$ cat src/rtl/insfetch.sv
// insfetch: instruction fetch with static jal / bimodal branch prediction, decoder stall hold buffer and ROB redirect
module insfetch #(
  parameter int          BHT_BITS = 8,
  parameter logic [31:0] RESET_PC = 32'h0
) (
  input  logic        clk_in,
  input  logic        rst_in,
  input  logic        rdy_in,
  output logic        ic_req,
  output logic [31:0] ic_addr,
  input  logic        ic_ready,
  input  logic [31:0] ic_ins,
  input  logic        f_stall,
  output logic        is_ins,
  output logic [31:0] ins,
  output logic [31:0] ins_addr,
  output logic        pred_jmp,
  output logic [31:0] pred_another,
  input  logic        rob_clear,
  input  logic [31:0] rob_new_pc,
  input  logic        br_upd,
  input  logic [31:0] br_upd_pc,
  input  logic        br_upd_taken
);
  typedef enum logic {S_FETCH, S_HOLD} state_t;
  state_t state_q, state_d;
  logic [31:0] pc_q, pc_d, hold_q, hold_d, ins_q, ins_d, ins_addr_q, ins_addr_d, pred_another_q, pred_another_d;
  logic is_ins_q, is_ins_d, pred_jmp_q, pred_jmp_d;
  logic [1:0] bht_q [0:(1<<BHT_BITS)-1];
  logic [31:0] cur, imm_j, imm_b, tgt, seq;
  logic is_jal, is_br, pj, emit;
  logic [BHT_BITS-1:0] upd_idx;
  logic [1:0] upd_old, upd_new;
  logic unused_upd;
  assign unused_upd = ^{br_upd_pc[31:BHT_BITS+2], br_upd_pc[1:0]};
  always_ff @(posedge clk_in) begin
    if (rst_in) begin
      state_q        <= S_FETCH;
      pc_q           <= RESET_PC;
      hold_q         <= '0;
      is_ins_q       <= 1'b0;
      ins_q          <= '0;
      ins_addr_q     <= '0;
      pred_jmp_q     <= 1'b0;
      pred_another_q <= '0;
      for (int i = 0; i < (1 << BHT_BITS); i++) bht_q[i] <= 2'b01;
    end else if (rdy_in) begin
      state_q        <= state_d;
      pc_q           <= pc_d;
      hold_q         <= hold_d;
      is_ins_q       <= is_ins_d;
      ins_q          <= ins_d;
      ins_addr_q     <= ins_addr_d;
      pred_jmp_q     <= pred_jmp_d;
      pred_another_q <= pred_another_d;
      if (br_upd) bht_q[upd_idx] <= upd_new;
    end
  end
  // Prediction is evaluated on whichever word is being emitted: the buffered one in S_HOLD, else the live icache data
  always_comb begin
    cur     = (state_q == S_HOLD) ? hold_q : ic_ins;
    imm_j   = {{12{cur[31]}}, cur[19:12], cur[20], cur[30:21], 1'b0};
    imm_b   = {{20{cur[31]}}, cur[7], cur[30:25], cur[11:8], 1'b0};
    is_jal  = cur[6:0] == 7'b1101111;
    is_br   = cur[6:0] == 7'b1100011;
    pj      = is_jal || (is_br && bht_q[pc_q[BHT_BITS+1:2]][1]);
    tgt     = pc_q + (is_jal ? imm_j : imm_b);
    seq     = pc_q + 32'd4;
    emit    = !rob_clear && !f_stall && (state_q == S_HOLD || ic_ready);
    upd_idx = br_upd_pc[BHT_BITS+1:2];
    upd_old = bht_q[upd_idx];
    upd_new = br_upd_taken ? (&upd_old ? upd_old : upd_old + 2'd1) : (|upd_old ? upd_old - 2'd1 : upd_old);
    state_d        = (rob_clear || emit) ? S_FETCH : ((state_q == S_FETCH && ic_ready) ? S_HOLD : state_q);
    pc_d           = rob_clear ? rob_new_pc : (emit ? (pj ? tgt : seq) : pc_q);
    hold_d         = (state_q == S_FETCH && ic_ready) ? ic_ins : hold_q;
    is_ins_d       = emit;
    ins_d          = emit ? cur : ins_q;
    ins_addr_d     = emit ? pc_q : ins_addr_q;
    pred_jmp_d     = emit ? pj : pred_jmp_q;
    pred_another_d = emit ? (pj ? seq : (is_br ? tgt : seq)) : pred_another_q;
  end
  always_comb begin
    ic_req       = (state_q == S_FETCH) && !rob_clear;
    ic_addr      = pc_q;
    is_ins       = is_ins_q;
    ins          = ins_q;
    ins_addr     = ins_addr_q;
    pred_jmp     = pred_jmp_q;
    pred_another = pred_another_q;
  end
endmodule

$ cat config.mk
export PLATFORM = sky130hd
export DESIGN_NAME = insfetch
export DESIGN_NICKNAME = d
export VERILOG_FILES = /design/src/rtl/insfetch.sv
export SDC_FILE = /design/constraint.sdc
export NUM_CORES = 2
export LEC_CHECK = 0
export ABC_AREA = 1
export CORE_MARGIN = 8
export CORE_UTILIZATION = 55
export CTS_BUF_LIST = sky130_fd_sc_hd__clkbuf_8 sky130_fd_sc_hd__clkbuf_16
export CTS_CLUSTER_DIAMETER = 120
export CTS_CLUSTER_SIZE = 40
export DETAILED_ROUTE_END_ITERATION = 7
export PLACE_DENSITY = 0.79
export SLEW_MARGIN = 0
export SYNTH_ARGS = -nofsm -noshare
export SYNTH_HDL_FRONTEND = slang
export SYNTH_SLANG_ARGS = --single-unit
$ cat constraint.sdc
create_clock -name clk_in -period 8.5 [get_ports clk_in]
set_clock_uncertainty 0.2 [all_clocks]
set_input_delay 1.7 -clock clk_in [delete_from_list [all_inputs] [get_ports clk_in]]
set_output_delay 1.7 -clock clk_in [all_outputs]
set_load 0.02 [all_outputs]
==> run_results.csv <==
group,metric,value,unit
run_status,status,"finished, violations left",
run_status,violations,"DRC",
synth,synth_common_cells,"910 x nand2_1, 719 x nor2_1, 606 x nand3_1, 512 x edfxtp_1, 459 x inv_1",
synth,synth.distinct_cells,43,
power,swShare,30.88,%
global_route,track_usage,29.95,%
setup_path,critical_path_class,"input port to flop",
floorplanning,rows,95,
synth,ys_seq_area_share,50.29,%
synth,synth_nets,4823,
drt,drtIter0Drc,4969,
drt,route.detailed.drc,2,
clock_network,clockRootBuffer,"clkbuf_16",
synth,synth_area,0.03734,mm2
floorplanning,start_util,55.60,%
timing,finalHoldViolCount,0,
timing,fin_tns_setup,0,ps
global_route,grt_overflow,0,
timing,rsz0062_at_grt,"false",
timing,finalSetupViolCount,0,
clock_network,clk_latency,640,ps
drt,drt-pass1-iter-count,8,
clock_network,clockBufferDepth,3,
clock_network,ctsHoldBuffers,0,
clock_network,path_clk_slew,140,ps
timing,period_needed,6195,ps
floorplanning,die-area,0.07649,mm2
setup_path,worstPathArrival,6310,ps
final_layout,multi_input_area,0.01533,mm2
hold_path,hold_path_class,"flop to flop",
timing,whs,259.3,ps
power,ir_drop,0.0001416,V
timing,fmax,161.4,MHz
clock_network,tritoncts,"done",
power,switching_power,2.001,mW
timing,drv_slew,0,
power,pwr-share-comb,19.4,%
power,clock_power_share,23.1,%
final_layout,area_delta_synth_final,7.971,%
floorplanning,chipHeight,276.6,um
placement,dp_worst_setup_slack,1870,ps
final_layout,register_area,0.01878,mm2
synth,synth-seq-cells,682,
floorplanning,die_w,276.6,um
clock_network,cts_made_buffers,21,
global_route,grt_max_degree,205,
setup_path,crit_path_start_kind,"input port",
synth,synth-edff-count,512,
final_layout,layout.nets,4770,
synth,ys.warnings.count,0,
synth,synth_most_common_cell,"nand2_1",
synth,synthCells,4687,
placement,finalWeightedCongestion,0.9734,
power,p_int,4.479,mW
timing,finalCritPeriodShare,72.88,%
synth,netlist.area_leader.share,41.17,%
timing,relSlewSlack,9.909,%
global_route,grt_pass1_vias,31990,
placement,portBuffers,210,
setup_path,crit_fanout,104,
drt,routed_wl,120300,um
timing,worst_pin_slew,1350,ps
synth,syn_avg_cell_area,7.967,um2
final_layout,fillers,5768,
power,power_density,160.7,mW/mm2
clock_network,cts_setup_buffers,0,
synth,synth_area_leaders,"edfxtp_1 41%, nand2_1 9.1%, dfxtp_1 9.1%, nand3_1 8.1%, nor2_1 7.2%",
timing,finalWorstSetupSlack,2305,ps
clock_network,cts.sinks,682,
clock_network,ctsResizeCount,0,
final_layout,drive_gt1_share,2.775,%
global_route,grt_pass1_wl,183100,um
synth,synthFlopType,"edfxtp_1",
placement,place_hpwl,75600,um
drt,dr_total_vias,34240,
synth,synth_top_area_cell,"edfxtp_1",
power,p_seq_share,57.5,%
global_route,antenna_found_initial,2,
floorplanning,ioPinCount,235,
synth,async_flop_share,0,%
setup_path,end_kind,"flop",
drt,wire_per_inst,21.78,um
drt,via_per_inst,6.200,
clock_network,htreeDepth,1,
power,power.leakage,14.05,nW
drt,ant_nets,0,
setup_path,worstPathRequired,8620,ps
floorplanning,fp.coreArea,0.06716,mm2
flow_run,maxCapViolCount,0,
[layer usage]
metal,track usage (%),vias up,wire [um]
met1,38.93,15940,43550
li1,-,15560,-
met3,5.273,430,15170
met5,0,-,0
met4,14.78,0,7003
met2,48.21,2315,54570
[placed cells by master (no fill, tap or decap), types with 16 or more instances in the layout]
| cell type | synthesis | routed |
|---|---|---|
| nand3_1 | 606 | 605 |
| buf_4 | 29 | 48 |
| o21ai_0 | 192 | 192 |
| nand4_1 | 37 | 37 |
| clkbuf_16 | 0 | 21 |
| ha_1 | 31 | 31 |
| xor2_1 | 32 | 32 |
| nor2_1 | 719 | 715 |
| edfxtp_1 | 512 | 512 |
| nor3_1 | 16 | 16 |
| dfxtp_1 | 170 | 167 |
| or2_2 | 24 | 24 |
| xnor2_1 | 21 | 21 |
| inv_1 | 459 | 470 |
| nand2_1 | 910 | 908 |
| a21oi_1 | 267 | 267 |
| clkdlybuf4s50_1 | 0 | 209 |
| a22oi_1 | 254 | 254 |
[registers in the layout, indices dropped and copies added, names as in the netlist, named ones only]
name	flops
bht_q	512
hold_q	32
ic_addr	32
ins	32
ins_addr	32
pred_another	31
is_ins	1
pred_jmp	1
state_q	1
[area by class of cell]
type	count	area share, %
Multi-Input combinational cell	3190	38.01
Inverter	468	4.388
Sequential cell	682	46.59
Clock inverter	16	0.2452
Clock buffer	21	1.303
Antenna cell	2	0.01241
Timing Repair Buffer	271	6.740
Tap cell	873	2.709
[worst max-delay path, cell delays in order]
cell and delay, ps:
clkdlybuf4s50_1 550, nand2_1 430, inv_4 290, a22oi_1 270, a21oi_1 120, or2_0 310, o21ai_0 640, nand2_1 170
nor2_1 130, nand3_1 150, nor2_1 140, nand2_1 130, nand2_4 510, buf_12 420, nand3_1 140
[per-stage QoR]
stage | cells | area (um2) | util (%) | total power, mW
after CTS | 5521 | 40310 | 60.03 | 6.431
final | 5523 | 40320 | 60.04 | 6.481
after floorplan | 4687 | 37340 | - | 4.592
after global routing | 5522 | 40320 | 60.03 | 6.660
after global placement | 5484 | 39690 | 59.10 | 5.003
after detailed placement | 5484 | 39690 | 59.10 | 5.020
[power groups by stage]
stage,combinational (mW),clock (mW),sequential [mW]
6_report,1.26,1.49,3.73
5_1_grt,1.34,1.58,3.74
4_1_cts,1.22,1.48,3.73
3_5_place_dp,1.22,0,3.80
3_3_place_gp,1.21,0,3.80
2_1_floorplan,0.798,0,3.79
[final timing paths]
path / from / end / slack, ps / cells past startpoint
hold / removal: hold_q[29] / hold_q[29] / 260 / 2
setup reg to reg: state_q / pred_another[19] / 2770 / 19
hold reg to reg: hold_q[29] / hold_q[29] / 260 / 2
setup / recovery: br_upd_pc[2] / bht_q[138][0] / 2310 / 15
[cells by family (layout without fill, tap and decap cells)]
| family | Yosys count | in the layout | share of synthesized area, % |
|---|---|---|---|
| XOR/XNOR | 53 | 53 | 1.243 |
| buffers and inverters | 815 | 776 | 8.826 |
| adder cells (fa/ha/maj) | 32 | 32 | 1.092 |
| AO/OA/AOI/OAI | 759 | 759 | 12.16 |
| flip-flops | 682 | 682 | 50.29 |
| multiplexers | 6 | 6 | 0.1608 |
| other | 0 | 2 | 0 |
| AND/OR/NAND/NOR | 2340 | 2340 | 26.23 |
(Power assumes the default switching activity.)
